`src/rtl/alu_muldiv_seq.sv`:
```
// Multi-cycle RV32M multiply/divide sequencer driving an external ALU (shift-add / restoring divide).
// Optional MULDIV_EARLY_OUT_EN: multiplies leave CALC once the remaining multiplier bits are all zero.
module alu_muldiv_seq #(
  parameter int XLEN      = 32,
  parameter bit ZERO_FAST = 1'b1
) (
  input  logic            clk_i,
  input  logic            resetn_i,
  input  logic            flush_i,
  input  logic            req_valid_i,
  output logic            req_ready_o,
  input  logic [2:0]      req_op_i,
  input  logic [XLEN-1:0] req_rs1_i,
  input  logic [XLEN-1:0] req_rs2_i,
  output logic            rsp_valid_o,
  input  logic            rsp_ready_i,
  output logic [XLEN-1:0] rsp_data_o,
  output logic            busy_o,
  output logic [3:0]      alu_func_o,
  output logic [XLEN-1:0] alu_op1_o,
  output logic [XLEN-1:0] alu_op2_o,
  input  logic [XLEN-1:0] alu_d_i,
  input  logic            alu_ltu_i
);
  localparam logic [3:0] ALU_ADD      = 4'b0000;
  localparam logic [3:0] ALU_SUB      = 4'b1000;
  localparam logic [3:0] ALU_COPY_RS1 = 4'b1111;

  typedef enum logic [1:0] {S_IDLE = 2'd0, S_CALC = 2'd1, S_FIXUP = 2'd2, S_DONE = 2'd3} state_e;

  state_e      state_r, state_nxt_s;
  logic [2:0]  op_r;
  logic        neg_r;
  logic [5:0]  cnt_r;
  logic [31:0] hi_r, lo_r, b_r, rsp_data_r;
  logic        sa_s, sb_s, neg_s, special_s, carry_s, sub_s, last_step_s;
  logic [31:0] abs1_s, abs2_s, special_data_s, rem_sh_s, fix_data_s;
  logic [63:0] prod_s;
`ifdef MULDIV_EARLY_OUT_EN
  logic [31:0] mrem_r;
`endif

  // Request decode: operand magnitudes, result sign and the ops that finish without iterating
  always_comb begin
    sa_s = 1'b0;
    sb_s = 1'b0;
    case (req_op_i)
      3'd1, 3'd4, 3'd6: begin sa_s = req_rs1_i[31]; sb_s = req_rs2_i[31]; end
      3'd2:             begin sa_s = req_rs1_i[31]; sb_s = 1'b0; end
      default:          begin sa_s = 1'b0; sb_s = 1'b0; end
    endcase
    abs1_s = sa_s ? (32'd0 - req_rs1_i) : req_rs1_i;
    abs2_s = sb_s ? (32'd0 - req_rs2_i) : req_rs2_i;
    // remainders follow the dividend sign, everything else the product/quotient sign
    neg_s = (req_op_i[2] && req_op_i[1]) ? sa_s : (sa_s ^ sb_s);
    special_s = 1'b0;
    special_data_s = 32'd0;
    if (req_op_i[2] && (req_rs2_i == 32'd0)) begin
      special_s = 1'b1;
      special_data_s = req_op_i[1] ? req_rs1_i : 32'hFFFF_FFFF;
    end else if (req_op_i[2] && !req_op_i[0] && (req_rs1_i == 32'h8000_0000) && (req_rs2_i == 32'hFFFF_FFFF)) begin
      special_s = 1'b1;
      special_data_s = req_op_i[1] ? 32'd0 : 32'h8000_0000;
    end else if (ZERO_FAST && !req_op_i[2] && ((req_rs1_i == 32'd0) || (req_rs2_i == 32'd0))) begin
      special_s = 1'b1;
      special_data_s = 32'd0;
    end else begin
      special_s = 1'b0;
      special_data_s = 32'd0;
    end
  end

  // Per-step helpers for the current CALC iteration
  always_comb begin
    rem_sh_s = {hi_r[30:0], lo_r[31]};
    carry_s  = lo_r[0] & (alu_d_i < hi_r);
    sub_s    = hi_r[31] | ~alu_ltu_i;
`ifdef MULDIV_EARLY_OUT_EN
    last_step_s = (cnt_r == 6'd31) || (!op_r[2] && ((mrem_r >> 1) == 32'd0));
`else
    last_step_s = (cnt_r == 6'd31);
`endif
  end

  // Result selection and sign fix-up
  always_comb begin
    prod_s = {hi_r, lo_r};
`ifdef MULDIV_EARLY_OUT_EN
    // skipped steps would only have shifted the product right
    if (!op_r[2]) begin
      prod_s = {hi_r, lo_r} >> (6'd32 - cnt_r);
    end else begin
      prod_s = {hi_r, lo_r};
    end
`endif
    case (op_r)
      3'd0:             fix_data_s = neg_r ? (32'd0 - prod_s[31:0]) : prod_s[31:0];
      3'd1, 3'd2, 3'd3: fix_data_s = neg_r ? (~prod_s[63:32] + {31'd0, (prod_s[31:0] == 32'd0)}) : prod_s[63:32];
      3'd4, 3'd5:       fix_data_s = neg_r ? (32'd0 - lo_r) : lo_r;
      default:          fix_data_s = neg_r ? (32'd0 - hi_r) : hi_r;
    endcase
  end

  // State register
  always_ff @(posedge clk_i or negedge resetn_i) begin
    if (!resetn_i) begin
      state_r <= S_IDLE;
    end else begin
      state_r <= state_nxt_s;
    end
  end

  // Next-state logic; flush overrides everything including a new request
  always_comb begin
    state_nxt_s = state_r;
    if (flush_i) begin
      state_nxt_s = S_IDLE;
    end else begin
      case (state_r)
        S_IDLE:  state_nxt_s = req_valid_i ? (special_s ? S_DONE : S_CALC) : S_IDLE;
        S_CALC:  state_nxt_s = last_step_s ? S_FIXUP : S_CALC;
        S_FIXUP: state_nxt_s = S_DONE;
        S_DONE:  state_nxt_s = rsp_ready_i ? S_IDLE : S_DONE;
        default: state_nxt_s = S_IDLE;
      endcase
    end
  end

  // Output decode; the ALU sees idle values outside CALC
  always_comb begin
    req_ready_o = (state_r == S_IDLE);
    busy_o      = (state_r != S_IDLE);
    rsp_valid_o = (state_r == S_DONE);
    rsp_data_o  = rsp_data_r;
    alu_func_o  = ALU_ADD;
    alu_op1_o   = 32'd0;
    alu_op2_o   = 32'd0;
    if (state_r == S_CALC) begin
      if (op_r[2]) begin
        alu_func_o = ALU_SUB;
        alu_op1_o  = rem_sh_s;
      end else begin
        alu_func_o = lo_r[0] ? ALU_ADD : ALU_COPY_RS1;
        alu_op1_o  = hi_r;
      end
      alu_op2_o = b_r;
    end else begin
      alu_func_o = ALU_ADD;
      alu_op1_o  = 32'd0;
      alu_op2_o  = 32'd0;
    end
  end

  // Datapath: operand latch, one shift-add / restoring-divide step per CALC cycle, result capture
  always_ff @(posedge clk_i or negedge resetn_i) begin
    if (!resetn_i) begin
      op_r       <= 3'd0;
      neg_r      <= 1'b0;
      cnt_r      <= 6'd0;
      hi_r       <= 32'd0;
      lo_r       <= 32'd0;
      b_r        <= 32'd0;
      rsp_data_r <= 32'd0;
    end else begin
      case (state_r)
        S_IDLE: begin
          if (req_valid_i && !flush_i) begin
            op_r       <= req_op_i;
            neg_r      <= neg_s;
            cnt_r      <= 6'd0;
            hi_r       <= 32'd0;
            lo_r       <= req_op_i[2] ? abs1_s : abs2_s;
            b_r        <= req_op_i[2] ? abs2_s : abs1_s;
            rsp_data_r <= special_data_s;
          end
        end
        S_CALC: begin
          cnt_r <= cnt_r + 6'd1;
          if (op_r[2]) begin
            hi_r <= sub_s ? alu_d_i : rem_sh_s;
            lo_r <= {lo_r[30:0], sub_s};
          end else begin
            hi_r <= {carry_s, alu_d_i[31:1]};
            lo_r <= {alu_d_i[0], lo_r[31:1]};
          end
        end
        S_FIXUP: rsp_data_r <= fix_data_s;
        default: rsp_data_r <= rsp_data_r;
      endcase
    end
  end

`ifdef MULDIV_EARLY_OUT_EN
  // Unconsumed multiplier bits, used only to detect the early exit
  always_ff @(posedge clk_i or negedge resetn_i) begin
    if (!resetn_i) begin
      mrem_r <= 32'd0;
    end else if (state_r == S_IDLE && req_valid_i && !flush_i) begin
      mrem_r <= abs2_s;
    end else if (state_r == S_CALC) begin
      mrem_r <= mrem_r >> 1;
    end else begin
      mrem_r <= mrem_r;
    end
  end
`endif

endmodule

```
`config.mk`:
```
export PLATFORM = sky130hd
export DESIGN_NAME = alu_muldiv_seq
export DESIGN_NICKNAME = d
export VERILOG_FILES = /design/src/rtl/alu_muldiv_seq.sv
export SDC_FILE = /design/constraint.sdc
export NUM_CORES = 1
export LEC_CHECK = 0
export BUFFER_PORTS_ARGS = -buffer_cell sky130_fd_sc_hd__clkbuf_2
export CORE_MARGIN = 2
export CORE_UTILIZATION = 40
export DETAILED_ROUTE_END_ITERATION = 6
export PLACE_DENSITY_LB_ADDON = 0.3
export SLEW_MARGIN = 20
export SYNTH_ARGS = -nofsm -noshare
export SYNTH_HDL_FRONTEND = slang
export SYNTH_SLANG_ARGS = --single-unit
```
`constraint.sdc`:
```
create_clock -name clk_i -period 5 [get_ports clk_i]
set_clock_uncertainty 0.15 [all_clocks]
set_input_delay 0.5 -clock clk_i [delete_from_list [all_inputs] [get_ports clk_i]]
set_output_delay 0.5 -clock clk_i [all_outputs]
set_load 0.02 [all_outputs]
```
# After elaboration in Yosys (flattened, before gate mapping)
# Index checks and enable logic that the tools add are counted.
[totals]
regBits = 140
in_bits = 105
word_cells = 103
[classes]
add_sub_neg = 6
n_lt_le_gt_ge = 1
n_eq_ne = 16
n_mux = 41
bitwise_logic = 5
n_reduce_logical = 26
[op_table]
columns = ["operator", "count"]
rows = [
  ["2-to-1 mux 32 bit", 20],
  ["one-hot mux 32 bit (2 select lines)", 4],
  ["subtractor 1 x 32 -> 32 bit (first input constant)", 4],
  ["zero test 32 bit", 3],
  ["equality test 32 bit (second input constant)", 2],
  ["adder 32 x 1 -> 32 bit", 1],
  ["< comparator 32 bit", 1],
  ["NOT 32 bit", 1],
  ["equality test 3 bit (second input constant)", 4],
  ["2-to-1 mux 4 bit", 3],
  ["one-hot mux 6 bit (2 select lines)", 1],
  ["2-to-1 mux 2 bit", 5],
  ["equality test 3 x 2 -> 1 bit (second input constant)", 3],
  ["OR reduction 3 bit", 3],
  ["one-hot mux 2 bit (4 select lines)", 1],
  ["logical AND 1 bit", 7],
  ["adder 6 x 1 -> 6 bit (second input constant)", 1],
  ["equality test 3 x 1 -> 1 bit (second input constant)", 2],
  ["equality test 6 x 5 -> 1 bit (second input constant)", 1],
  ["2-to-1 mux 1 bit", 6],
  ["2-to-1 mux 6 bit", 1],
  ["AND reduction 2 bit", 3],
  ["nonzero test 2 bit", 3],
  ["equality test 2 bit (second input constant)", 2],
  ["11 further kinds", 13],
]

# Depth between registers and ports, before layout
# Gate-level depths: netlist (run 1).
[depth]
word_depth = 10
mapped_depth = 13
depth_no_buf = 12

# Least setup slack after synthesis (run 1)
# No wires, ideal clock.
[synth_timing]
path_type = "register -> register"
startpoint = "reg lo_r[0]"
endpoint = "reg rsp_data_r[30], in the netlist rsp_data_o[30]"
setup_time_ns = 0.139
arrival_ns = 3.650
required_ns = 4.711
slack_ns = 1.061
stages_incl_launch_ff = 14
n_path_buf = 1
period_less_slack_ns = 3.939
cell_sequence = "dfrtp_1 -> clkbuf_1 -> inv_1 -> ha_1 -> nor3b_1 -> nand4_1 -> nor4bb_1 -> ha_1 -> or4b_2 -> nor2_1 -> nand2_1 -> o21ai_0 -> a211oi_1 -> or4_1"
[synth_via]
elab_chain_cells = 5
elab_cells_between_ends = 7
classes_between = "add/sub (2); mux (4); reduce/logical (1)"
[synth_lines]
columns = ["item", "line_no", "text"]
rows = [
  ["from (decl)", "35", "logic [31:0] hi_r, lo_r, b_r, rsp_data_r;"],
  ["from (signal assigned)", "172", "lo_r <= req_op_i[2] ? abs1_s : abs2_s;"],
  ["from (signal assigned)", "181", "lo_r <= {lo_r[30:0], sub_s};"],
  ["from (signal assigned)", "184", "lo_r <= {alu_d_i[0], lo_r[31:1]};"],
  ["zero test 32 bit", "98", "3'd1, 3'd2, 3'd3: fix_data_s = neg_r ? (~prod_s[63:32] + {31'd0, (prod_s[31:0] == 32'd0)}) : prod_s[63:32];"],
  ["adder 32 x 1 -> 32 bit", "98", ""],
  ["2-to-1 mux 32 bit", "98", ""],
  ["one-hot mux 32 bit (2 select lines) *", "96", "case (op_r)"],
  ["one-hot mux 32 bit (2 select lines) *", "165", "case (state_r)"],
  ["to (signal assigned)", "174", "rsp_data_r <= special_data_s;"],
  ["to (signal assigned)", "187", "S_FIXUP: rsp_data_r <= fix_data_s;"],
  ["to (signal assigned)", "188", "default: rsp_data_r <= rsp_data_r;"],
  ["to (decl)", "35", ""],
]
# Every way passes the cells marked *; elsewhere a longest branch is shown, timed or not.
# A chain may end at the register's enable or synchronous reset.

# Worst setup path after layout (run 1)
[layout_timing]
startpoint = "reg lo_r[22]"
endpoint = "reg rsp_data_r[16], in the netlist rsp_data_o[16]"
[layout_via]
elab_chain_cells = 5
[layout_lines]
columns = ["item", "line_no"]
rows = [
  ["zero test 32 bit", "98"],
  ["adder 32 x 1 -> 32 bit", "98"],
  ["2-to-1 mux 32 bit", "98"],
  ["one-hot mux 32 bit (2 select lines)", "96"],
  ["one-hot mux 32 bit (2 select lines)", "165"],
]
# No other way between the ends.

==> flow_metrics.tcl, run 1 <==
set metrics [dict create \
    crit_type "flop to flop" \
    drc 0 \
    die_y_um 185 \
    ys_ff_latch 140 \
    drive_gt1_share_pct 17.8 \
    gp_congestion 1.00 \
    first_iter_violations 1416 \
    critPathLaunchType "flop" \
    async_reset_ff_share_pct 100 \
    report.final.hold_viol_count 15 \
    end_kind "flop" \
    grt_pass1_vias 13083 \
    synth_edf_count 0 \
    routedWlPerCell_um 23.0 \
    via_per_inst 6.27 \
    synth_area_mm2 0.0131 \
    post-route-period-util_pct 88.6 \
    cts_buffers 17 \
    syn_avg_cell_area_um2 7.62 \
    core_area_mm2 0.0324 \
    n_fill_cell 3323 \
    postCtsResizedCells 0 \
    hold_slack_ns -0.0582 \
    initial_core_util_pct 40.4 \
    synth-main-ff-cell "dfrtp_1" \
    dpl_cell_area_mm2 0.0143 \
    area_growth_pct 14.1 \
    setup_viol 0 \
    cp.required_ns 5.22 \
    rows 66 \
    cts-root-buf "clkbuf_16" \
    ir_worst_vdd_v 0.000251 \
    clock_path_buffers 2 \
    grt_usage_pct 30.4 \
    arrival_ns 4.65 \
    grt_overflow 0 \
    synth_nets 1860 \
    violations "hold timing" \
    clkTransAtPathRegs_ns 0.07 \
    clock_latency_ns 0.45 \
    port_buffers 207 \
    timing.slew.headroom_pct 26.1 \
    p_leak_uw 0.00623 \
    die_w_um 185 \
    setup_tns_ns 0 \
    num_vias 14244 \
    htree_levels 4 \
    timing.final.ws_setup_ns 0.569 \
    yosysWarnings 0 \
    antenna_found_initial 0 \
    timing.fmax_mhz 226 \
    postRouteWirelength_um 52200 \
    outcome "finished, violations left" \
    drt_pass1_iterations 7 \
    path_max_fanout 9 \
    design_area_mm2 0.0149 \
    dp_slack_ns 0.645 \
    grt_pass1_wl_um 79900 \
    synthCells 1716 \
    nets 1960 \
    yosysSeqAreaShare_pct 26.8 \
    antennaDiodeCount 0 \
    ios 208 \
    maxSlewViolCount 0 \
    grt_max_degree 102 \
    drv_cap 0 \
    cts_hold_buf 0 \
    rsz0062_at_grt "false" \
    cts_tree "yes" \
    synth_cell_types 82 \
    cts_setup_buffers 0 \
    cts_sinks 140 \
    fp.dieArea_mm2 0.0342 \
    worst_pin_slew_ns 1.08 \
    final_antenna_net_count 0 \
    p_per_area_mw_per_mm2 396 \
    min_period_ns 4.43 \
    hpwl_um 39000 \
    p_total_uw 5900 \
    hp-class "input port to asynchronous set/reset pin" \
]
-- critical path, stage by stage, from the launching register on --
cell and delay (ns):
dfrtp_1 0.48, nor3_1 0.36, nand3b_1 0.20, nor3_1 0.32, nor4bb_1 0.61, ha_1 0.30, or4b_2 0.65, nor3_1 0.38
o21ai_0 0.36, o31ai_1 0.30, a31oi_1 0.13, o211ai_1 0.10
-- stage by stage --
stage / utilization (%) / instances / hold slack [ns]
2_1_floorplan: - / 1716 / 0.0544
3_3_place_gp: 44.3 / 2239 / 0.315
3_5_place_dp: 44.3 / 2239 / 0.317
4_1_cts: 46.1 / 2270 / 0.0886
5_1_grt: 46.1 / 2270 / 0.0983
6_report: 46.1 / 2270 / -0.0582
-- routing by layer --
layer	global-route usage [%]	vias up	wire, um
met5	0	-	0
met4	12.0	0	1810
met3	5.19	91	4600
met2	47.2	784	23200
met1	42.2	6837	22500
li1	-	6532	-
-- layout make-up --
type / instances / area, um2 / area share [%]
Clock buffer: 25 / 495 / 3.32
Clock inverter: 6 / 85.1 / 0.570
Inverter: 50 / 188 / 1.26
Multi-Input combinational cell: 1368 / 8810 / 59.0
Sequential cell: 140 / 3510 / 23.5
Tap cell: 442 / 553 / 3.71
Timing Repair Buffer: 239 / 1280 / 8.61
-- power by group --
part | switching [uW] | internal [uW]
registers | 547 | 1430
clock network | 551 | 784
logic | 1600 | 994
-- state kept, by name, summed over array words and instances, names as in the netlist --
name / count
cnt_r: 6
state_r: 2
rsp_data_o: 32
b_r: 32
op_r: 3
lo_r: 32
hi_r: 32
neg_r: 1
-- cells in the final DEF (no fill, tap or decap), types with 13 or more instances in the layout --
| master | count |
|---|---|
| mux2i_1 | 74 |
| nand3_1 | 73 |
| clkbuf_2 | 206 |
| o41ai_1 | 20 |
| clkbuf_16 | 17 |
| buf_4 | 32 |
| dfrtp_1 | 139 |
| nor4_1 | 28 |
| xor2_1 | 36 |
| ha_1 | 39 |
| inv_1 | 49 |
| a221oi_1 | 16 |
| and2_1 | 37 |
| nand4_1 | 30 |
| o31ai_1 | 24 |
| a31oi_1 | 20 |
| o221ai_1 | 28 |
| o22ai_1 | 13 |
| xnor2_1 | 55 |
| nand2_1 | 129 |
| mux2_2 | 16 |
| a21o_1 | 20 |
| o21ai_0 | 132 |
| nor3_1 | 48 |
| o211ai_1 | 22 |
| a21oi_1 | 148 |
| or4_1 | 15 |
| nor2_1 | 176 |
-- synth_stat cells (8+ instances only) --
| master | instances | area share, % |
|---|---|---|
| o21ai_0 | 132 | 5.1 |
| o221ai_1 | 28 | 1.9 |
| o31ai_1 | 24 | 1.4 |
| nor2_1 | 177 | 5.1 |
| nand3_1 | 73 | 2.8 |
| a21o_1 | 20 | 1.1 |
| mux2_2 | 16 | 1.4 |
| buf_2 | 8 | 0.31 |
| a221oi_1 | 16 | 1.1 |
| nor4_1 | 28 | 1.3 |
| o41ai_1 | 20 | 1.3 |
| nand2b_1 | 9 | 0.43 |
| a31oi_1 | 20 | 0.96 |
| or3_1 | 11 | 0.53 |
| inv_1 | 50 | 1.4 |
| buf_1 | 17 | 0.49 |
| or2_2 | 9 | 0.43 |
| dfrtp_1 | 140 | 27 |
| and2_1 | 37 | 1.8 |
| or4_1 | 15 | 0.86 |
| a21oi_1 | 148 | 5.7 |
| o211ai_1 | 22 | 1.3 |
| nand4_1 | 30 | 1.4 |
| o22ai_1 | 13 | 0.62 |
| a211oi_1 | 10 | 0.57 |
| a22oi_1 | 8 | 0.46 |
| mux2i_1 | 74 | 5.7 |
| ha_1 | 39 | 3.7 |
| xnor2_1 | 55 | 3.7 |
| nor3_1 | 48 | 1.8 |
| nand2_1 | 129 | 3.7 |
| clkbuf_1 | 131 | 3.8 |
| xor2_1 | 36 | 2.4 |
-- cell families after synthesis --
kind of cell | share of synthesized area, %
muxes | 7.04
and+or+nand+nor | 24.0
buffers and inverters | 6.10
AOI/OAI and AO/OA | 26.2
DFF | 26.8
adders and majority gates | 3.73
xor gates and xnor gates | 6.10
-- path summary, 6_finish.rpt --
| kind | from | endpoint | slack, ns | cells past startpoint |
|---|---|---|---|---|
| setup / recovery | lo_r[22] | rsp_data_o[16] | 0.57 | 11 |
| hold / removal | resetn_i | hi_r[22] | -0.06 | 1 |
| setup reg to reg | lo_r[22] | rsp_data_o[16] | 0.57 | 11 |
| hold reg to reg | b_r[3] | b_r[3] | 0.32 | 2 |
| max in group asynchronous | resetn_i | b_r[25] | 3.63 | 2 |
| min in group clk_i | rsp_ready_i | state_r[0] | 0.23 | 3 |
No activity file was read; power rests on OpenSTA's default activity.
==> inputs of run 2 (changes only) <==
--- a/config.mk
+++ b/config.mk
@@ -9,7 +9,7 @@
 export CORE_MARGIN = 2
 export CORE_UTILIZATION = 40
 export DETAILED_ROUTE_END_ITERATION = 6
-export PLACE_DENSITY_LB_ADDON = 0.3
+export PLACE_DENSITY = 0.63
 export SLEW_MARGIN = 20
 export SYNTH_ARGS = -nofsm -noshare
 export SYNTH_HDL_FRONTEND = slang
==> run 2 against run 1 <==
Compared with the run above:
- the run now ends clean
- die area is the same
- critical path type unchanged
- largest power group unchanged
- clock-buffer cell count fell by 6
- design area up 0.49%
- flip-flop and latch count did not move
- register-to-register slack worse by 0.04 ns
- wire length increased by 0.34%
- combinational power about the same
- critical endpoint unchanged
- utilization is 0.23 points higher
==> flow_metrics.tcl, run 2 (synthesis gave the netlist of run 1 again) <==
set metrics [dict create \
    outcome "completed" \
    drt_pass1_iterations 6 \
    routedWlPerCell_um 23.0 \
    end_kind "flop" \
    cts-root-buf "clkbuf_16" \
    cts_setup_buffers 0 \
    die_y_um 185 \
    stdcell_count 2273 \
    crit_top_cell "nor3_1" \
    hp-class "input port to flop" \
    clock_latency_ns 0.45 \
    crit_slowest_cell "or4b_2" \
    rows 66 \
    cts_buffers 17 \
    ir_worst_vdd_v 0.000242 \
    clock_path_buffers 2 \
    postRouteWirelength_um 52300 \
    gp_congestion 0.947 \
    port_buffers 207 \
    dp_cells 2240 \
    holdPathEnd "state_r[0]" \
    rr_startpoint "lo_r[23]" \
    p_int_uw 3280 \
    switchingPower_uw 2720 \
    holdCritStartpoint "rsp_ready_i" \
    power_frac_comb_pct 43.2 \
    setup_tns_ns 0 \
    grt_overflow 0 \
    grt_pass1_wl_um 79300 \
    hold_depth 3 \
    ios 208 \
    antennaDiodeCount 0 \
    initial_core_util_pct 40.4 \
    setup_viol 0 \
    postCtsResizedCells 0 \
    core_area_mm2 0.0324 \
    area_growth_pct 14.7 \
    p_sw_share_pct 45.3 \
    crit_type "flop to flop" \
    reg2reg_slack_ns 0.53 \
    post-route-period-util_pct 89.4 \
    arrival_ns 4.67 \
    clock_power_share_pct 23.8 \
    die_w_um 185 \
    cts_hold_buf 1 \
    drive_gt1_share_pct 18.1 \
    p_per_area_mw_per_mm2 400 \
    timing.rr.end "rsp_data_o[16]" \
    final_antenna_net_count 0 \
    worst_pin_slew_ns 1.14 \
    min_period_ns 4.47 \
    critPathLaunchType "flop" \
    via_per_inst 6.26 \
    dp_slack_ns 0.604 \
    cp.required_ns 5.20 \
    timing.fmax_mhz 224 \
    drc 0 \
    first_iter_violations 1410 \
    num_vias 14233 \
    hpwl_um 38900 \
    maxSlewViolCount 0 \
    grt_pass1_vias 12978 \
    nets 1962 \
    max_stage_delay_ns 0.65 \
    fp.dieArea_mm2 0.0342 \
    clkTransAtPathRegs_ns 0.07 \
    grt_usage_pct 30.3 \
    layout_common_cells "clkbuf_2 (206), nor2_1 (177), a21oi_1 (148)" \
    cts_sinks 140 \
    p_seq_share_pct 32.9 \
    path_cells "nor3_1, nand3b_1, nor3_1, nor4bb_1, ha_1, or4b_2, nor3_1, o21ai_0, o31ai_1, a31oi_1, o211ai_1" \
    timing.final.ws_setup_ns 0.528 \
    n_fill_cell 3339 \
    cts_tree "yes" \
    grt_max_degree 69 \
    report.final.hold_viol_count 0 \
    antenna_found_initial 0 \
    rsz0062_at_grt "false" \
    drv_cap 0 \
    p_leak_uw 0.00626 \
    reg2reg_depth 11 \
    final_common_cell "clkbuf_2" \
    htree_levels 4 \
    timing.slew.headroom_pct 23.9 \
    path_max_fanout 8 \
]
run 2: cell type report:
| cell class | instances | area (um2) | area share, % |
|---|---|---|---|
| multi-input combinational | 1368 | 8820 | 58.8 |
| tap | 442 | 553 | 3.69 |
| clock inverter | 13 | 190 | 1.27 |
| sequential | 140 | 3510 | 23.4 |
| inverter | 50 | 188 | 1.25 |
| timing repair buffer | 241 | 1300 | 8.67 |
| clock buffer | 19 | 443 | 2.95 |
run 2: power groups by stage:
| stage | sequential (uW) | combinational (uW) | clock, uW |
|---|---|---|---|
| floorplan | 1710 | 1920 | 0 |
| global placement | 1970 | 2530 | 0 |
| detailed placement | 1980 | 2540 | 0 |
| CTS | 1970 | 2560 | 1430 |
| global route | 2020 | 2830 | 1490 |
| finish | 1980 | 2600 | 1430 |
run 2: worst max-delay path by stage:
stage | startpoint | to | slack (ns)
after floorplan | lo_r[0] | rsp_data_o[30] | 1.06
after global placement | lo_r[22] | rsp_data_o[16] | 0.77
after detailed placement | lo_r[22] | rsp_data_o[16] | 0.60
after CTS | lo_r[22] | rsp_data_o[16] | 0.59
after global routing | lo_r[27] | rsp_data_o[16] | 0.16
final | lo_r[23] | rsp_data_o[16] | 0.53
run 2: through the flow:
step	cell area [um2]	hold slack [ns]	power, uW	utilization, %
4_1_cts	15000	0.203	5960	46.3
3_3_place_gp	14400	0.311	4510	44.3
3_5_place_dp	14400	0.313	4530	44.3
6_report	15000	0.227	6010	46.3
2_1_floorplan	13100	0.0544	3620	-
5_1_grt	15000	0.228	6340	46.3
run 2: worst max-delay path, delay by kind of cell (launching register included):
kind	cells	cell delay, ns
simple gates	6	2.58
compound gates	4	0.89
flops	1	0.45
fa+ha+maj	1	0.30
run 2: metal layers:
layer  global-route usage (%)  vias up  routed length, um
li1                         -     6543                  -
met1                     42.6     6852              23100
met4                     12.3        0               1970
met2                     46.9      731              23200
met5                        0        -                  0
met3                     4.15      107               4000
